$ cat config.mk
export PLATFORM = sky130hd
export DESIGN_NAME = my_pulse_stretcher
export DESIGN_NICKNAME = d
export VERILOG_FILES = /design/src/rtl/my_pulse_stretcher.sv
export SDC_FILE = /design/constraint.sdc
export NUM_CORES = 1
export LEC_CHECK = 0
export BUFFER_PORTS_ARGS = -buffer_cell sky130_fd_sc_hd__buf_2
export CAP_MARGIN = 20
export CORE_AREA = 2 2 41 43
export CTS_CLUSTER_DIAMETER = 40
export DETAILED_ROUTE_END_ITERATION = 8
export DIE_AREA = 0 0 43 45
export GPL_ROUTABILITY_DRIVEN = 0
export GPL_TIMING_DRIVEN = 0
export PLACE_DENSITY_LB_ADDON = 0.25
export SLEW_MARGIN = 20
export SYNTH_ARGS = -nofsm -noshare
export SYNTH_HDL_FRONTEND = slang
export SYNTH_SLANG_ARGS = --single-unit
$ cat constraint.sdc
create_clock -name clk -period 2 [get_ports clk]
set_clock_uncertainty 0.1 [all_clocks]
set_input_delay 0.4 -clock clk [delete_from_list [all_inputs] [get_ports clk]]
set_output_delay 0.4 -clock clk [all_outputs]
set_load 0.005 [all_outputs]
$ cat src/rtl/my_pulse_stretcher.sv
// my_pulse_stretcher: stretches each input event into a WIDTH-cycle pulse with GAP low cycles between pulses.
// Optional event queue enabled by defining PULSE_QUEUE_EN.
`default_nettype none

module my_pulse_stretcher #(
  parameter int unsigned WIDTH  = 4,
  parameter int unsigned GAP    = 1,
  parameter int unsigned PEND_W = 2
) (
  input  logic              clk,
  input  logic              synch_reset,
  input  logic              signal_input,
  output logic              signal_output,
  output logic              busy,
  output logic [PEND_W-1:0] pending_count,
  output logic              overflow
);

  typedef enum logic [1:0] {
    S_IDLE = 2'd0,
    S_HIGH = 2'd1,
    S_GAP  = 2'd2
  } state_t;

  localparam logic [7:0] HIGH_LAST = 8'(WIDTH - 1);
  localparam logic [7:0] GAP_LAST  = 8'((GAP == 0) ? 0 : GAP - 1);
  localparam bit         NO_GAP    = (GAP == 0);

  state_t     state, state_nx;
  logic [7:0] cnt, cnt_nx;
  logic       decision;
  logic       lost;
  logic       have_pend;
  logic       pend_nz_nx;

`ifdef PULSE_QUEUE_EN
  localparam logic [PEND_W-1:0] PEND_MAX = '1;
  logic [PEND_W-1:0] pend, pend_nx;

  assign have_pend     = (pend != '0);
  assign pend_nz_nx    = (pend_nx != '0);
  assign pending_count = pend;
`else
  assign have_pend     = 1'b0;
  assign pend_nz_nx    = 1'b0;
  assign pending_count = '0;
`endif

  // Decision cycle: last GAP cycle, or last HIGH cycle when there is no gap.
  assign decision = ((state == S_HIGH) && (cnt == HIGH_LAST) && NO_GAP) ||
                    ((state == S_GAP)  && (cnt == GAP_LAST));

  always_comb begin
    state_nx = state;
    cnt_nx   = cnt;
    lost     = 1'b0;
`ifdef PULSE_QUEUE_EN
    pend_nx  = pend;
`endif
    case (state)
      S_IDLE: begin
        if (signal_input) begin
          state_nx = S_HIGH;
          cnt_nx   = 8'd0;
        end
      end
      S_HIGH, S_GAP: begin
        if (decision) begin
          if (have_pend || signal_input) begin
            state_nx = S_HIGH;
            cnt_nx   = 8'd0;
`ifdef PULSE_QUEUE_EN
            // A queued restart with a simultaneous event leaves the count unchanged.
            if (have_pend && !signal_input) pend_nx = pend - 1'b1;
`endif
          end else begin
            state_nx = S_IDLE;
            cnt_nx   = 8'd0;
          end
        end else begin
          if ((state == S_HIGH) && (cnt == HIGH_LAST)) begin
            state_nx = S_GAP;
            cnt_nx   = 8'd0;
          end else begin
            cnt_nx = cnt + 8'd1;
          end
          if (signal_input) begin
`ifdef PULSE_QUEUE_EN
            if (pend == PEND_MAX) lost = 1'b1;
            else                  pend_nx = pend + 1'b1;
`else
            lost = 1'b1;
`endif
          end
        end
      end
      default: begin
        state_nx = S_IDLE;
        cnt_nx   = 8'd0;
      end
    endcase
  end

  always_ff @(posedge clk) begin
    if (synch_reset) begin
      state         <= S_IDLE;
      cnt           <= 8'd0;
      signal_output <= 1'b0;
      busy          <= 1'b0;
      overflow      <= 1'b0;
`ifdef PULSE_QUEUE_EN
      pend          <= '0;
`endif
    end else begin
      state         <= state_nx;
      cnt           <= cnt_nx;
      signal_output <= (state_nx == S_HIGH);
      busy          <= (state_nx != S_IDLE) || pend_nz_nx;
      overflow      <= lost;
`ifdef PULSE_QUEUE_EN
      pend          <= pend_nx;
`endif
    end
  end

endmodule

`default_nettype wire

==> impl_summary.txt, run 1 <==
----------------------------------------------------
[Outcome]
  Status ... finished, final reports clean

[Placed design]
  Placement-stage worst setup slack ... -73.10 ps
  Area of placed instances ... 730.7 µm²
  Post-detail-place hpwl ... 870.5 µm
  Post-Place Cells ... 99
  Count of port buffers added during placement ... 5

[Final layout]
  Highest-count cells in the layout ignoring fill and taps ... sky130_fd_sc_hd__nor2_1, sky130_fd_sc_hd__dfxtp_1, sky130_fd_sc_hd__buf_4, sky130_fd_sc_hd__xor2_1
  Synth-to-layout area growth ... 21.65%
  Total of fill cells in the finished design ... roughly 140
  Final core area utilization ... 56.38%
  Total area of multi-input combinational cells ... 404.1 µm²
  Register area ... 267.8 µm²
  Antenna diode instance count ... 0
  Summed area of non-filler cells in the final layout ... approximately 830 µm²
  Layout cells sized above 1 ... 29.03%
  Most frequent standard cell in the layout excluding fill and tap cells ... sky130_fd_sc_hd__nor2_1
  Final std cells w/o fill ... approximately 110
  Layout Nets ... 103

[Clock network]
  Buffer depth of the longest clock path ... 2
  Post-CTS Hold Fix Bufs ... 0
  CTS H-tree lvls ... 1
  Clock-pin slew reported for the worst setup and hold paths after clock tree synthesis ... 80 ps
  Library cell used as clock root buffer ... sky130_fd_sc_hd__clkbuf_4
  Clock tree from TritonCTS ... yes
  Clock latency on the worst-skew pair ... 270 ps
  Number of buffers created by CTS ... 3
  Number of clock sinks ... 13

[Synthesis]
  Unique masters post-synth ... 31
  Proportion of netlist area held by the largest area contributor ... 38.17%
  Ys flop type ... sky130_fd_sc_hd__dfxtp_1
  Library cell occupying the most area in the post-synthesis netlist ... sky130_fd_sc_hd__dfxtp_1
  Gate Count Post-Synth ... 77
  Seq/Total Area, Yosys ... 38.17%
  Post-synthesis instance area ... between 600 and 700 µm²
  Dominant cells by area after synthesis ... sky130_fd_sc_hd__dfxtp_1, sky130_fd_sc_hd__ha_1, sky130_fd_sc_hd__xor2_1, sky130_fd_sc_hd__nor2_1, sky130_fd_sc_hd__nand4_1
  Count of warnings emitted by yosys ... 0
  Post-synthesis register bit count ... 13
  Share of async-settable or async-resettable flops after synthesis ... 0%
  EDFF count, synth ... 0
  Synthesized area per cell ... 8.856 µm²

[Floorplan]
  Top Ports ... 8
  Overall die area ... 1935 µm²
  Die extent in y ... 45 µm
  Horizontal die dimension ... roughly 43 µm
  Core Region ... 1471 µm²
  Number of cell rows ... 14
  Initial core utilization ... 46.34%

[Critical path]
  Critical Path Sink Type ... register
  Number of cells on the worst reg-to-reg path ... 4
  Setup slack of the most critical reg-to-reg path ... 50 ps
  Worst path bufs/invs ... 0
  Top cell by count, worst path ... sky130_fd_sc_hd__or4_4
  Worst path slowest cell ... sky130_fd_sc_hd__or4_4
  Highest cell delay on the worst timing path ... 550 ps
  Cell count along the critical path ... 4
  Endpoint of the worst-slack reg-to-reg timing path ... signal_output
  Arrival time of data at the critical path endpoint ... 2060 ps
  Critical path launch point ... cnt[7]
  Start of the worst register-to-register path ... cnt[7]
  Critical path startpoint category ... register
  Required time at the endpoint of the critical path ... 2120 ps
  Max FO, Critical Path ... 3
  Family with the most delay on the worst path ... simple AND/OR/NAND/NOR gates
  Worst setup path class ... register to register
  Sequence of cells on the critical path ... or4_4, or4_4, a311o_1, nor2b_1
  Capturing instance or port of the critical path ... signal_output

[STA]
  Clock period minus final worst setup slack ... just under 2000 ps
  Highest achievable clock rate ... 513.8 MHz
  Number of failing setup endpoints in the final timing report ... 0
  Period utilisation layout ... 97.32%
  Worst hold margin ... roughly 250 ps
  Count of final max-slew check failures ... 0
  Final Hold Viols ... 0
  Worst setup slack after layout ... 53.56 ps
  RSZ-0062 raised after global routing ... no

[Power and ir drop]
  Sequential Power Share ... 54.3%
  Logic pwr share ... around an eighth
  Pwr per Cell Area ... 608.8 nW/µm²
  Largest voltage drop on the vdd net ... around 300 µV
  Leakage power ... 0.3648 nW
  Internal power ... 0.0003760 W
  Switching power total ... ~0.00013 W
  Net switching fraction of the power ... 25.54%
  Clock power share ... 32.5%

[Global route]
  Vias in the first global route ... ~540
  Number of antenna violations at the first check in global routing ... 0
  Global-route total usage across every layer ... 16.23%
  Total overflow reported by the global router ... 0
  Maximum number of pins on one net before global-route repair ... 11
  Global-route wire length before repair ... 2249 µm

[Detailed routing]
  Post-DRT Antenna Nets ... 0
  Ratio of routed vias to standard cells ... 5.211
  Detailed Routing Iterations Pass 1 ... 3
  Post-DR wirelength/cell ... 11.84 µm
  Number of vias in the routed layout ... ~570
  Number of design-rule violations left by the first detailed-router iteration ... 5
  Detailed-route wire length ... 1291 µm
  DRC Markers ... 0

[Flow run]
  Max-cap violations ... 0

[Hold path]
  Worst min path class ... primary input to register

----------------------------------------------------
==> state kept, by name, indices dropped and copies added, names as in the netlist <==
signal and count:
overflow 1, cnt 8, state 2, busy 1
signal_output 1
==> power by group through the flow <==
stage / Clock (W) / Sequential, W / Combinational, W
after floorplan: 0 / 0.000281 / 0.0000400
after global placement: 0 / 0.000281 / 0.0000559
after detailed placement: 0 / 0.000281 / 0.0000570
after CTS: 0.000167 / 0.000274 / 0.0000668
after global routing: 0.000180 / 0.000275 / 0.0000751
final: 0.000164 / 0.000274 / 0.0000671
==> repair_timing <==
item / in CTS / in global routing
cloned: 0 / 0
endpoints found under the setup margin: 3 / 3
gates resized for setup: 8 / 2
pin swaps: 5 / 2
buffers inserted: 6 / 0
==> cell usage after synthesis, drive strengths merged (2+ instances only) <==
library cell and number:
and2 2, and3 2, buf 2, dfxtp 13, ha 6, inv 5
nand2 5, nand4 4, nor2 10, nor3 3, o21ai 2, or4 2
xor2 6
==> per-stage QoR <==
step,total power [W],TNS [ps]
4_1_cts,0.0005074,0
6_report,0.0005050,0
3_5_place_dp,0.0003384,-123.6
3_3_place_gp,0.0003371,-106.1
5_1_grt,0.0005304,0
2_1_floorplan,0.0003207,0
==> logic make-up after synthesis <==
kind of cell	after synthesis	synth area share (%)
flip-flops	13	38.17
other	1	0.5499
AO/OA/AOI/OAI	11	12.29
adder cells (fa/ha/maj)	6	11.01
buffers and inverters	8	5.504
XOR/XNOR	6	7.706
AND/OR/NAND/NOR	32	24.77
==> metal layers <==
layer,track usage (%),vias up,wire (µm)
li1,-,295,-
met2,25.76,10,584
met1,18.36,258,628
met5,0,-,0
met4,13.33,0,34
met3,4.400,5,44
==> worst min-delay path by stage <==
| stage | cells after the start | from | to | slack [ps] |
|---|---|---|---|---|
| 6_report | 2 | synch_reset | state[1] | 250 |
| 5_1_grt | 2 | synch_reset | state[1] | 230 |
| 4_1_cts | 2 | synch_reset | state[1] | 240 |
| 3_5_place_dp | 2 | cnt[5] | cnt[5] | 420 |
| 3_3_place_gp | 2 | cnt[7] | cnt[7] | 410 |
| 2_1_floorplan | 1 | synch_reset | state[1] | 370 |
==> final cells by class <==
class / count / area share, %
Buffer: 3 / 2.262
Sequential cell: 13 / 32.28
Tap cell: 16 / 2.413
Clock buffer: 4 / 3.167
Inverter: 5 / 2.262
Timing Repair Buffer: 11 / 8.899
Multi-Input combinational cell: 57 / 48.72
==> worst reg2reg max path: cells and delay by family (launching register included) <==
kind               cells  cell delay, ps
AOI/OAI and AO/OA      1             370
DFF                    1             330
and+or+nand+nor        3            1090
Note: power is estimated with default switching activity, not from simulation.
==> run 2: changes to the inputs <==
--- a/config.mk
+++ b/config.mk
@@ -13,7 +13,7 @@
 export DIE_AREA = 0 0 43 45
 export GPL_ROUTABILITY_DRIVEN = 0
 export GPL_TIMING_DRIVEN = 0
-export PLACE_DENSITY_LB_ADDON = 0.25
+export PLACE_DENSITY = 0.67
 export SLEW_MARGIN = 20
 export SYNTH_ARGS = -nofsm -noshare
 export SYNTH_HDL_FRONTEND = slang
==> run 2 against run 1 <==
  * Total power is 1.7% lower
  * Sequential power hardly changed
  * Wire length is 11% lower
  * Count of clock-buffer cells in the layout is 1 lower
  * Worst setup slack worse by 4.5 ps
  * Critical path depth is 2 higher
  * Flip-flop and latch count stayed put
  * Combinational power is 2% lower
  * Die area stayed put
  * Final cell count is 3.7% lower
  * Worst hold slack worse by 10 ps
  * First-iteration DRC count is 60% higher
  * Highest routed layer unchanged
==> impl_summary.txt, run 2 (synthesized netlist as in run 1, its figures left out) <==
----------------------------------------------------
[Detailed routing]
  DRC Markers ... 0
  Number of design-rule violations left by the first detailed-router iteration ... 8
  Post-DR wirelength/cell ... roughly 11 µm
  Number of vias in the routed layout ... 538
  Detailed-route wire length ... 1149 µm
  Detailed Routing Iterations Pass 1 ... 4
  Ratio of routed vias to standard cells ... 5.124
  Post-DRT Antenna Nets ... 0

[Clock network]
  Clock latency on the worst-skew pair ... around 270 ps
  Number of buffers created by CTS ... 3
  Library cell used as clock root buffer ... sky130_fd_sc_hd__clkbuf_4
  Number of clock sinks ... 13
  Clock-pin slew reported for the worst setup and hold paths after clock tree synthesis ... roughly 80 ps
  CTS H-tree lvls ... 1
  Post-CTS Hold Fix Bufs ... 0
  Clock tree from TritonCTS ... yes
  Buffer depth of the longest clock path ... 2

[Power and ir drop]
  Pwr Total ... 0.0004965 W
  Pwr per Cell Area ... 626.8 nW/µm²
  Leakage power ... 0.3423 nW
  Largest voltage drop on the vdd net ... 392.1 µV

[Flow run]
  Max-cap violations ... 0

[STA]
  RSZ-0062 raised after global routing ... no
  Worst hold margin ... about 240 ps
  Clock period minus final worst setup slack ... approximately 2000 ps
  Highest achievable clock rate ... 512.6 MHz
  Count of final max-slew check failures ... 0
  Worst setup slack after layout ... 49.10 ps
  Final Hold Viols ... 0
  Period utilisation layout ... a little over nine tenths
  Number of failing setup endpoints in the final timing report ... 0

[Critical path]
  Start of the worst register-to-register path ... state[0]
  Setup slack of the most critical reg-to-reg path ... 50 ps
  Required time at the endpoint of the critical path ... 2120 ps
  Worst path slowest cell ... sky130_fd_sc_hd__or4_1
  Arrival time of data at the critical path endpoint ... 2070 ps
  Highest cell delay on the worst timing path ... 530 ps
  Number of cells on the worst reg-to-reg path ... 6
  Critical Path Sink Type ... register
  Critical path startpoint category ... register
  Family with the most delay on the worst path ... simple AND/OR/NAND/NOR gates
  Sequence of cells on the critical path ... inv_1, ha_4, nand2_1, or4_1, a311o_1, nor2b_1
  Worst path bufs/invs ... 1
  Endpoint of the worst-slack reg-to-reg timing path ... signal_output
  Worst setup path class ... register to register
  Max FO, Critical Path ... 4

[Placed design]
  Post-Place Cells ... 99
  Placement-stage worst setup slack ... -86.54 ps
  Post-detail-place hpwl ... 842.1 µm
  Count of port buffers added during placement ... 5

[Final layout]
  Highest-count cells in the layout ignoring fill and taps ... sky130_fd_sc_hd__nor2_1, sky130_fd_sc_hd__dfxtp_1, sky130_fd_sc_hd__xor2_1
  Antenna diode instance count ... 0
  Synth-to-layout area growth ... 16.15%
  Final core area utilization ... 53.83%
  Layout cells sized above 1 ... 22.47%
  Total of fill cells in the finished design ... ~140
  Largest Register ... cnt
  Largest register FFs ... 8
  Top flop regs ... cnt (8), state (2)
  Final std cells w/o fill ... roughly 110
  Layout Nets ... 99

[Hold path]
  Worst min path class ... primary input to register
  Terminating pin of the worst hold path ... state[1]
  Cell depth of the worst min-delay path ... 2
  Hold path startpoint ... synch_reset

[Global route]
  Vias in the first global route ... between 400 and 500
  Number of antenna violations at the first check in global routing ... 0
  Total overflow reported by the global router ... 0
  Global-route wire length before repair ... 2007 µm
  Maximum number of pins on one net before global-route repair ... 11
  Global-route total usage across every layer ... 14.70%

[Floorplan]
  Top Ports ... 8
  Overall die area ... 1935 µm²
  Core Region ... about 1500 µm²
  Horizontal die dimension ... ~43 µm
  Die extent in y ... 45 µm
  Number of cell rows ... 14
  Initial core utilization ... between 40% and 50%

[Outcome]
  Status ... finished, final reports clean

----------------------------------------------------
## run 2: cell types whose count changed in the layout (fill, tap and decap cells not counted), sizes merged
cell,before,now
clkinv,0,1
buf,13,9
clkbuf,5,4
## run 2: worst max-delay path by stage
| stage | cells after the start | startpoint | slack (ps) | endpoint |
|---|---|---|---|---|
| detailed placement | 4 | cnt[2] | -90 | signal_output |
| CTS | 4 | cnt[7] | 9 | signal_output |
| global route | 6 | state[0] | 1 | signal_output |
| global placement | 4 | cnt[2] | -80 | signal_output |
| finish | 6 | state[0] | 50 | signal_output |
| floorplan | 4 | cnt[2] | 8 | signal_output |
## run 2: metrics by stage
stage                     instance area, µm²  TNS, ps
final                                  792.0        0
after floorplan                        685.7        0
after detailed placement               730.7   -176.3
after CTS                              792.0        0
after global placement                 730.7   -137.4
after global routing                   792.0        0
## run 2: repair_timing
action                                  CTS  global route
pin swaps                                 3             2
buffers inserted                          2             0
gates resized for setup                   5             0
endpoints found under the setup margin    3             2
## run 2: routing by layer
layer  routed length (µm)  GRT usage [%]  share of wire (%)
met1                  552          18.32                 48
met2                  520          22.12                 45
met4                   13          7.273                1.1
met3                   63          6.000                5.5
met5                    0              0                  0
## run 2: report_power, final
part	total, W	internal (W)	switching, W
registers	0.000274	0.000269	0.00000508
clock network	0.000157	0.0000741	0.0000829
logic	0.0000658	0.0000297	0.0000361
total	0.000496	0.000372	0.000124
## run 2: cell type report
cell class	instances	area, µm²	share of cell area (%)
multi-input cells	57	400.4	50.55
inverters	5	18.77	2.370
clock inverters	1	5.005	0.6319
well taps	16	20.02	2.528
flip-flops and latches	13	266.5	33.65
plain buffers	3	18.77	2.370
clock buffers	3	22.52	2.844
repair buffers	7	40.04	5.055
==> run 3: changes to the inputs <==
--- a/config.mk
+++ b/config.mk
@@ -5,7 +5,7 @@
 export SDC_FILE = /design/constraint.sdc
 export NUM_CORES = 1
 export LEC_CHECK = 0
-export BUFFER_PORTS_ARGS = -buffer_cell sky130_fd_sc_hd__buf_2
+export BUFFER_PORTS_ARGS = -buffer_cell sky130_fd_sc_hd__buf_4
 export CAP_MARGIN = 20
 export CORE_AREA = 2 2 41 43
 export CTS_CLUSTER_DIAMETER = 40
@@ -14,6 +14,7 @@
 export GPL_ROUTABILITY_DRIVEN = 0
 export GPL_TIMING_DRIVEN = 0
 export PLACE_DENSITY = 0.67
+export SETUP_SLACK_MARGIN = 0.4
 export SLEW_MARGIN = 20
 export SYNTH_ARGS = -nofsm -noshare
 export SYNTH_HDL_FRONTEND = slang
==> run 3 against run 2 <==
  * Die area is the same
  * Largest power group unchanged
  * Clock power grew 8%
  * Via count grew 5.2%
  * Sequential share of layout area shrank 1.8 points
  * First-iteration DRC count grew 140%
  * Non-clock buffer count grew 4
  * Worst hold slack lost 34 ps
  * Worst setup slack gained 20 ps
  * Maximum frequency grew 1.0%
  * Cell area grew 7.6%
  * Register-to-register slack gained 20 ps
  * Sequential power is essentially flat
==> impl_summary.txt, run 3 (synthesized netlist as in run 1, its figures left out) <==
----------------------------------------------------
[Clock network]
  CTS H-tree lvls ... 1
  Number of buffers created by CTS ... 3
  Clock tree from TritonCTS ... yes
  Number of clock sinks ... 13
  Clock-pin slew reported for the worst setup and hold paths after clock tree synthesis ... ~80 ps
  Post-CTS Hold Fix Bufs ... 0
  Library cell used as clock root buffer ... sky130_fd_sc_hd__clkbuf_4
  Clock latency on the worst-skew pair ... ~280 ps
  Buffer depth of the longest clock path ... 2

[Hold path]
  Worst min path class ... primary input to register
  Hold path startpoint ... synch_reset

[Power and ir drop]
  Pwr per Cell Area ... between 600 and 700 nW/µm²
  Leakage power ... 0.3657 nW
  Largest voltage drop on the vdd net ... between 200 and 300 µV

[Detailed routing]
  Met2 wire length ... between 600 and 700 µm
  WL met1 ... between 500 and 600 µm
  Number of vias in the routed layout ... 566
  Post-DRT Antenna Nets ... 0
  Number of design-rule violations left by the first detailed-router iteration ... 19
  Detailed-route wire length ... 1398 µm
  Ratio of routed vias to standard cells ... 5.193
  DRC Markers ... 0
  Detailed Routing Iterations Pass 1 ... 4
  Met3 routed WL ... approximately 94 µm
  Highest metal layer used by the detailed router ... met4
  Post-DR wirelength/cell ... 12.83 µm

[Final layout]
  Top flop regs ... cnt (8), state (2)
  Antenna diode instance count ... 0
  Largest Register ... cnt
  Layout cells sized above 1 ... 32.26%
  Largest register FFs ... 8
  Highest-count cells in the layout ignoring fill and taps ... sky130_fd_sc_hd__buf_4, sky130_fd_sc_hd__nor2_1, sky130_fd_sc_hd__dfxtp_1, sky130_fd_sc_hd__xor2_1
  Total area of multi-input combinational cells ... 414.1 µm²
  Most frequent standard cell in the layout excluding fill and tap cells ... sky130_fd_sc_hd__buf_4
  Layout Nets ... 103
  Total of fill cells in the finished design ... 141
  Register area ... between 200 and 300 µm²
  Synth-to-layout area growth ... 24.95%

[Critical path]
  Worst setup path class ... register to register
  Critical path launch point ... cnt[7]
  Highest cell delay on the worst timing path ... 550 ps
  Start of the worst register-to-register path ... cnt[7]
  Critical path startpoint category ... register
  Max FO, Critical Path ... 4
  Required time at the endpoint of the critical path ... 2130 ps
  Sequence of cells on the critical path ... or4_4, or4_1, a311o_1, nor2b_1
  Critical Path Sink Type ... register
  Arrival time of data at the critical path endpoint ... 2060 ps
  Family with the most delay on the worst path ... simple AND/OR/NAND/NOR gates
  Worst path slowest cell ... sky130_fd_sc_hd__or4_4
  Worst path bufs/invs ... 0

[Floorplan]
  Core Region ... roughly 1500 µm²
  Horizontal die dimension ... 43 µm
  Die extent in y ... 45 µm
  Number of cell rows ... 14
  Top Ports ... 8
  Overall die area ... 1935 µm²
  Initial core utilization ... roughly 46%

[Global route]
  Number of antenna violations at the first check in global routing ... 0
  Global-route wire length before repair ... 2118 µm
  Global-route total usage across every layer ... 15.53%
  Maximum number of pins on one net before global-route repair ... 11
  Total overflow reported by the global router ... 0
  Vias in the first global route ... between 400 and 500

[STA]
  Highest achievable clock rate ... 517.8 MHz
  Worst setup slack after layout ... ~69 ps
  Final TNS setup ... 0 ps
  Clock period minus final worst setup slack ... 1931 ps
  Final Hold Viols ... 0
  Number of failing setup endpoints in the final timing report ... 0
  RSZ-0062 raised after global routing ... yes
  Period utilisation layout ... 96.56%
  Count of final max-slew check failures ... 0

[Placed design]
  Post-detail-place hpwl ... 834 µm
  Count of port buffers added during placement ... 5
  Placement-stage worst setup slack ... 42.93 ps

[Outcome]
  Status ... finished, final reports clean

[Flow run]
  Max-cap violations ... 0

----------------------------------------------------
## run 3: cell types whose count changed in the layout (fill, tap and decap cells not counted), sizes merged
cell	previous run	this run
buf	9	13
clkinv	1	0
clkbuf	4	5
## run 3: repair_timing
item / in CTS / in global routing
endpoints found under the setup margin: 12 / 12
setup buffers: 5 / 1
gates cloned: 0 / 0
gates resized for setup: 4 / 5
pin swaps: 3 / 7
## run 3: routing by layer
metal / vias up / global-route usage [%]
met5: - / 0
met2: 21 / 26.67
li1: 292 / -
met4: 0 / 10.91
met1: 247 / 17.04
met3: 6 / 3.600
## run 3: final timing paths
path / to / slack (ps) / cells past startpoint
worst max register to register: signal_output / 70 / 4
worst min-delay path: state[1] / 200 / 2
worst min register to register: cnt[6] / 460 / 2
worst max-delay path: signal_output / 70 / 4
## run 3: cell type report
class                   instances  share of cell area, %
inverters                       5                  2.203
flip-flops and latches         13                  31.86
well taps                      16                  2.349
plain buffers                   3                  2.203
clock buffers                   4                  3.084
multi-input cells              57                  48.60
repair buffers                 11                  9.692
## run 3: per-stage QoR
stage | cell area (µm²) | hold slack [ps] | util, % | instances | power (W)
2_1_floorplan | 700.7 | 372.4 | - | 78 | 0.0003244
3_3_place_gp | 758.2 | 411.9 | 51.53 | 99 | 0.0003449
3_5_place_dp | 758.2 | 414.2 | 51.53 | 99 | 0.0003456
4_1_cts | 829.5 | 198.2 | 56.38 | 108 | 0.0005149
5_1_grt | 852.1 | 202.7 | 57.91 | 109 | 0.0005449
6_report | 852.1 | 203.2 | 57.91 | 109 | 0.0005194
## run 3: report_power, final
part           switching [W]   total, W  internal (W)
clock              0.0000929   0.000170     0.0000775
sequential        0.00000526   0.000273      0.000267
combinational      0.0000395  0.0000765     0.0000370
total               0.000138   0.000519      0.000382
